File: config.mk
export PLATFORM = sky130hd
export DESIGN_NAME = mul_sequencer
export DESIGN_NICKNAME = d
export VERILOG_FILES = /design/src/rtl/mul_sequencer.sv
export SDC_FILE = /design/constraint.sdc
export NUM_CORES = 1
export LEC_CHECK = 0
export BUFFER_PORTS_ARGS = -buffer_cell sky130_fd_sc_hd__buf_2
export CELL_PAD_IN_SITES_DETAIL_PLACEMENT = 1
export CELL_PAD_IN_SITES_GLOBAL_PLACEMENT = 1
export CORE_MARGIN = 2
export CORE_UTILIZATION = 29
export DETAILED_ROUTE_END_ITERATION = 7
export PLACE_DENSITY_LB_ADDON = 0.1
export SETUP_SLACK_MARGIN = 0.02
export SLEW_MARGIN = 40
export SYNTH_ARGS = -nofsm -noshare
export SYNTH_HDL_FRONTEND = slang
export SYNTH_SLANG_ARGS = --single-unit
File: constraint.sdc
create_clock -name clk -period 1.45 [get_ports clk]
set_input_delay 0.29 -clock clk [delete_from_list [all_inputs] [get_ports clk]]
set_output_delay 0.29 -clock clk [all_outputs]
set_load 0.01 [all_outputs]
File: src/rtl/mul_sequencer.sv
// rtl/mul_sequencer.sv - iterative shift-add MUL/MLA controller that borrows the execute-stage ALU
// Define MUL_EARLY_TERM_EN to stop iterating once the remaining multiplier bits are all zero.
`timescale 1ns/1ps
module mul_sequencer #(
  parameter int WIDTH = 32
) (
  input  logic             clk,
  input  logic             reset,
  input  logic             StartE,
  input  logic             FlushE,
  input  logic             AccumulateE,
  input  logic             SetFlagsE,
  input  logic [WIDTH-1:0] RmE,
  input  logic [WIDTH-1:0] RsE,
  input  logic [WIDTH-1:0] RnE,
  input  logic [WIDTH-1:0] ALUResultE,
  output logic             StallE,
  output logic             ALUOverride,
  output logic [2:0]       ALUOperationOv,
  output logic             ALUCarryOv,
  output logic [WIDTH-1:0] SrcAOv,
  output logic [WIDTH-1:0] SrcBOv,
  output logic             MulDone,
  output logic [WIDTH-1:0] MulResult,
  output logic             NZWrite,
  output logic [1:0]       NZFlags
);

  localparam int CW = (WIDTH > 1) ? $clog2(WIDTH) : 1;
  localparam logic [CW-1:0] LAST = CW'(WIDTH - 1);

  typedef enum logic [1:0] {IDLE, RUN, DONE} state_t;

  state_t           state, state_next;
  logic [WIDTH-1:0] acc, mcand, mplier;
  logic [CW-1:0]    count;
  logic             sflag;
  logic             accept, last_iter;

  assign accept = (state == IDLE) & StartE & ~FlushE;

`ifdef MUL_EARLY_TERM_EN
  // Once the shifted-out multiplier is empty the remaining adds would all be +0.
  assign last_iter = (count == LAST) | ((mplier >> 1) == '0);
`else
  assign last_iter = (count == LAST);
`endif

  always_ff @(posedge clk) begin
    if (!reset) begin
      state  <= IDLE;
      acc    <= '0;
      mcand  <= '0;
      mplier <= '0;
      count  <= '0;
      sflag  <= 1'b0;
    end else begin
      state <= state_next;
      case (state)
        IDLE: begin
          if (accept) begin
            mcand  <= RsE;
            mplier <= RmE;
            acc    <= AccumulateE ? RnE : '0;
            count  <= '0;
            sflag  <= SetFlagsE;
          end
        end
        RUN: begin
          acc    <= ALUResultE;
          mcand  <= mcand << 1;
          mplier <= mplier >> 1;
          count  <= count + 1'b1;
        end
        default: ;
      endcase
    end
  end

  always_comb begin
    state_next = state;
    case (state)
      IDLE:    if (accept) state_next = RUN;
      RUN:     if (FlushE) state_next = IDLE;
               else if (last_iter) state_next = DONE;
      DONE:    state_next = IDLE;
      default: state_next = IDLE;
    endcase
  end

  // Everything is gated by reset so the pipeline sees a quiet sequencer during reset.
  always_comb begin
    StallE         = 1'b0;
    ALUOverride    = 1'b0;
    ALUOperationOv = 3'b000;
    ALUCarryOv     = 1'b0;
    SrcAOv         = '0;
    SrcBOv         = '0;
    MulDone        = 1'b0;
    MulResult      = '0;
    NZWrite        = 1'b0;
    NZFlags        = 2'b00;
    if (reset) begin
      ALUOperationOv = 3'b010;
      StallE         = accept | (state == RUN);
      case (state)
        RUN: begin
          ALUOverride = 1'b1;
          SrcAOv      = acc;
          SrcBOv      = mplier[0] ? mcand : '0;
        end
        DONE: begin
          MulDone   = ~FlushE;
          MulResult = acc;
          NZFlags   = {acc[WIDTH-1], acc == '0};
          NZWrite   = sflag & ~FlushE;
        end
        default: ;
      endcase
    end
  end

endmodule

==> results.sh <==
export IMPL_startpoint_type="register"
export IMPL_violations="negative setup slack"
export IMPL_h_tree_depth=3
export IMPL_syn_to_final_growth_pct=84.4
export IMPL_design_portCount=240
export IMPL_slew_violations=0
export IMPL_min_period_ns=1.93
export IMPL_fin_tns_setup_ns=-53.78
export IMPL_antenna_found_initial=7
export IMPL_critPathMaxFanout=6
export IMPL_cts_clk_slew_worst_paths_ns=0.07
export IMPL_die_h_um=138
export IMPL_cap_violations=0
export IMPL_syn_mean_instance_area_sq_um=7.64
export IMPL_crit_end="SrcBOv[21]"
export IMPL_swShare_pct=27.6
export IMPL_cp_end_kind="output pin"
export IMPL_final_antenna_net_count=0
export IMPL_layout_common_cells="buf_2 (156), dfxtp_1 (100), buf_6 (96)"
export IMPL_status="complete, but fails checks"
export IMPL_r2r_start="state[0]$_SDFFE_PN0P_"
export IMPL_worst_skew_pair_late_latency_ns=0.36
export IMPL_numCtsBuffers=9
export IMPL_p_comb_share_pct=21.3
export IMPL_startpoint="state[1]$_SDFFE_PN0P_"
export IMPL_post_place_ws_ns=-0.293
export IMPL_fin_nets=1099
export IMPL_mostFrequentLayoutCell="buf_2"
export IMPL_switchingPower_mw=2.14
export IMPL_syn_inst=677
export IMPL_post_route_period_util_pct=133
export IMPL_drcViolationCount=0
export IMPL_grt_ovfl_total=0
export IMPL_p_int_mw=5.63
export IMPL_clock_path_buffers=2
export IMPL_rsz0062_at_grt="true"
export IMPL_cts_root_buf="clkbuf_16"
export IMPL_reg2reg_slack_ns=-0.30
export IMPL_fp_row_count=48
export IMPL_grt_first_pass_wirelength_um=33500
export IMPL_grt_total_usage_pct=22.9
export IMPL_grt_max_degree=45
export IMPL_p_leak_nw=4.13
export IMPL_worstSetupPathType="reg2out"
export IMPL_ys_warnings_count=0
export IMPL_synth_cell_types=29
export IMPL_initial_utilization_pct=29.8
export IMPL_fin_skew_ns=0.00887
export IMPL_syn_cell_area_sq_mm=0.00517
export IMPL_layout_drive_gt1_share_pct=53.8
export IMPL_r2r_worst_path_cells=7
export IMPL_setup_ws_ns=-0.480
export IMPL_wl_um=25300
export IMPL_dpl_hpwl_um=14800
export IMPL_hold_viol_final=0
export IMPL_required_ns=1.16
export IMPL_cts_tree="done"
export IMPL_firstDrtPassIters=4
export IMPL_die_area_sq_mm=0.0189
export IMPL_worstPathArrival_ns=1.64
export IMPL_ctsHoldBuffers=0
export IMPL_drt_vias_per_instance=5.34
export IMPL_clock_sinks=104
export IMPL_p_seq_share_pct=41.2
export IMPL_ys_seq_elements=104
export IMPL_grt_pass1_vias=6191
export IMPL_drt_initial_drc_count=287
export IMPL_fin_area_sq_mm=0.00953
export IMPL_peakVddDrop_mv=0.583
export IMPL_fmax_mhz=518
export IMPL_hold_class="in2reg"
export IMPL_die_w_um=138
export IMPL_via_count=6401
export IMPL_wl_per_cell_um=21.1
export IMPL_place_port_buffers=236
export IMPL_powerDensity_mw_per_mm2=816
export IMPL_post_dp_cell_area_sq_mm=0.00694
export IMPL_core_area_sq_mm=0.0174
export IMPL_ys_seq_area_share_pct=40.3
export IMPL_power_frac_clock_pct=37.5
export IMPL_gp_congestion=0.792
export IMPL_setup_violations=202
export IMPL_r2r_end="acc[24]$_SDFFE_PN0P_"
[through the flow]
stage               std cells  power [mW]  util [%]  hold slack [ns]
finish                   1198        7.78      54.9            0.170
global route             1196        8.07      54.9            0.177
CTS                      1173        7.53      47.7            0.173
detailed placement       1122        4.35      40.0            0.456
global placement         1122        4.30      40.0            0.449
floorplan                 679        3.76         -            0.435
[worst max-delay path: stages (launching register included)]
cell     delay (ns)
dfxtp_4        0.38
nor2b_4        0.17
and2_4         0.23
buf_6          0.13
buf_6          0.09
and3_4         0.18
buf_6          0.10
[power by group through the flow]
stage	clock network, mW	registers [mW]	logic (mW)
after detailed placement	0	3.23	1.11
after CTS	2.95	3.17	1.40
after floorplan	0	3.20	0.563
after global routing	3.08	3.22	1.77
after global placement	0	3.22	1.08
final	2.92	3.20	1.66
[synthesized netlist by cell type (all sizes together)]
cell	n	area, sq um
conb	1	3.75
dfxtp	104	2080
ha	2	25.0
nor3	2	10.0
mux2i	1	10.0
nand3	38	190
and3	66	413
and3b	2	17.5
or4b	1	10.0
o21ai	64	320
a31oi	62	388
nor3b	1	7.51
and2	35	219
a21oi	2	10.0
nor4	8	50.1
a21boi	36	270
nor4b	1	8.76
clkbuf	53	199
nand2b	1	6.26
o21a	2	15.0
nand2	130	488
buf	24	141
a22oi	31	233
nand4	2	12.5
nor2	4	15.0
nor2b	4	25.0
[worst min path at each step]
stage                        from                      end  slack, ns  cells past startpoint
6_report                  RmE[31]  mplier[31]$_SDFFE_PN0P_       0.17                      3
4_1_cts                   RmE[31]  mplier[31]$_SDFFE_PN0P_       0.17                      3
3_5_place_dp   sflag$_SDFFE_PN0P_       sflag$_SDFFE_PN0P_       0.46                      2
5_1_grt                 SetFlagsE       sflag$_SDFFE_PN0P_       0.18                      3
2_1_floorplan              RsE[0]    mcand[0]$_SDFFE_PN0P_       0.43                      2
3_3_place_gp   sflag$_SDFFE_PN0P_       sflag$_SDFFE_PN0P_       0.45                      2
[cells by family after synthesis]
logic type,share of synthesized area (%)
other,0.0725
multiplexers,0.194
AND/OR/NAND/NOR,28.5
adder cells (fa/ha/maj),0.484
AO/OA/AOI/OAI,23.9
buffers and inverters,6.58
flip-flops,40.3
[registers in the layout, indices dropped and copies added (netlist names)]
| name | flops |
|---|---|
| count | 5 |
| sflag | 1 |
| state | 2 |
| acc | 32 |
| mcand | 32 |
| mplier | 32 |
[timing repair]
item                       CTS  global route
pin swaps                   18           113
gates cloned                15            11
resized for setup           95           256
setup endpoints to repair  205           206
buffers inserted            23            18
[cell type report]
| class | instances | area (sq um) |
|---|---|---|
| Tap cell | 225 | 282 |
| Clock buffer | 10 | 239 |
| Fill cell | 1985 | 7830 |
| Timing Repair Buffer | 349 | 3320 |
| Multi-Input combinational cell | 499 | 3470 |
| Sequential cell | 104 | 2090 |
| Antenna cell | 5 | 12.5 |
| Clock inverter | 6 | 115 |
[routing by layer]
metal / share of wire (%) / track usage [%] / vias up
met5: 0.11 / 0 / -
met4: 2.1 / 7.39 / 4
met3: 5.3 / 4.67 / 43
met2: 52 / 39.1 / 222
met1: 41 / 28.8 / 3135
li1: - / - / 2997
Power figures use the tool's default switching activity.
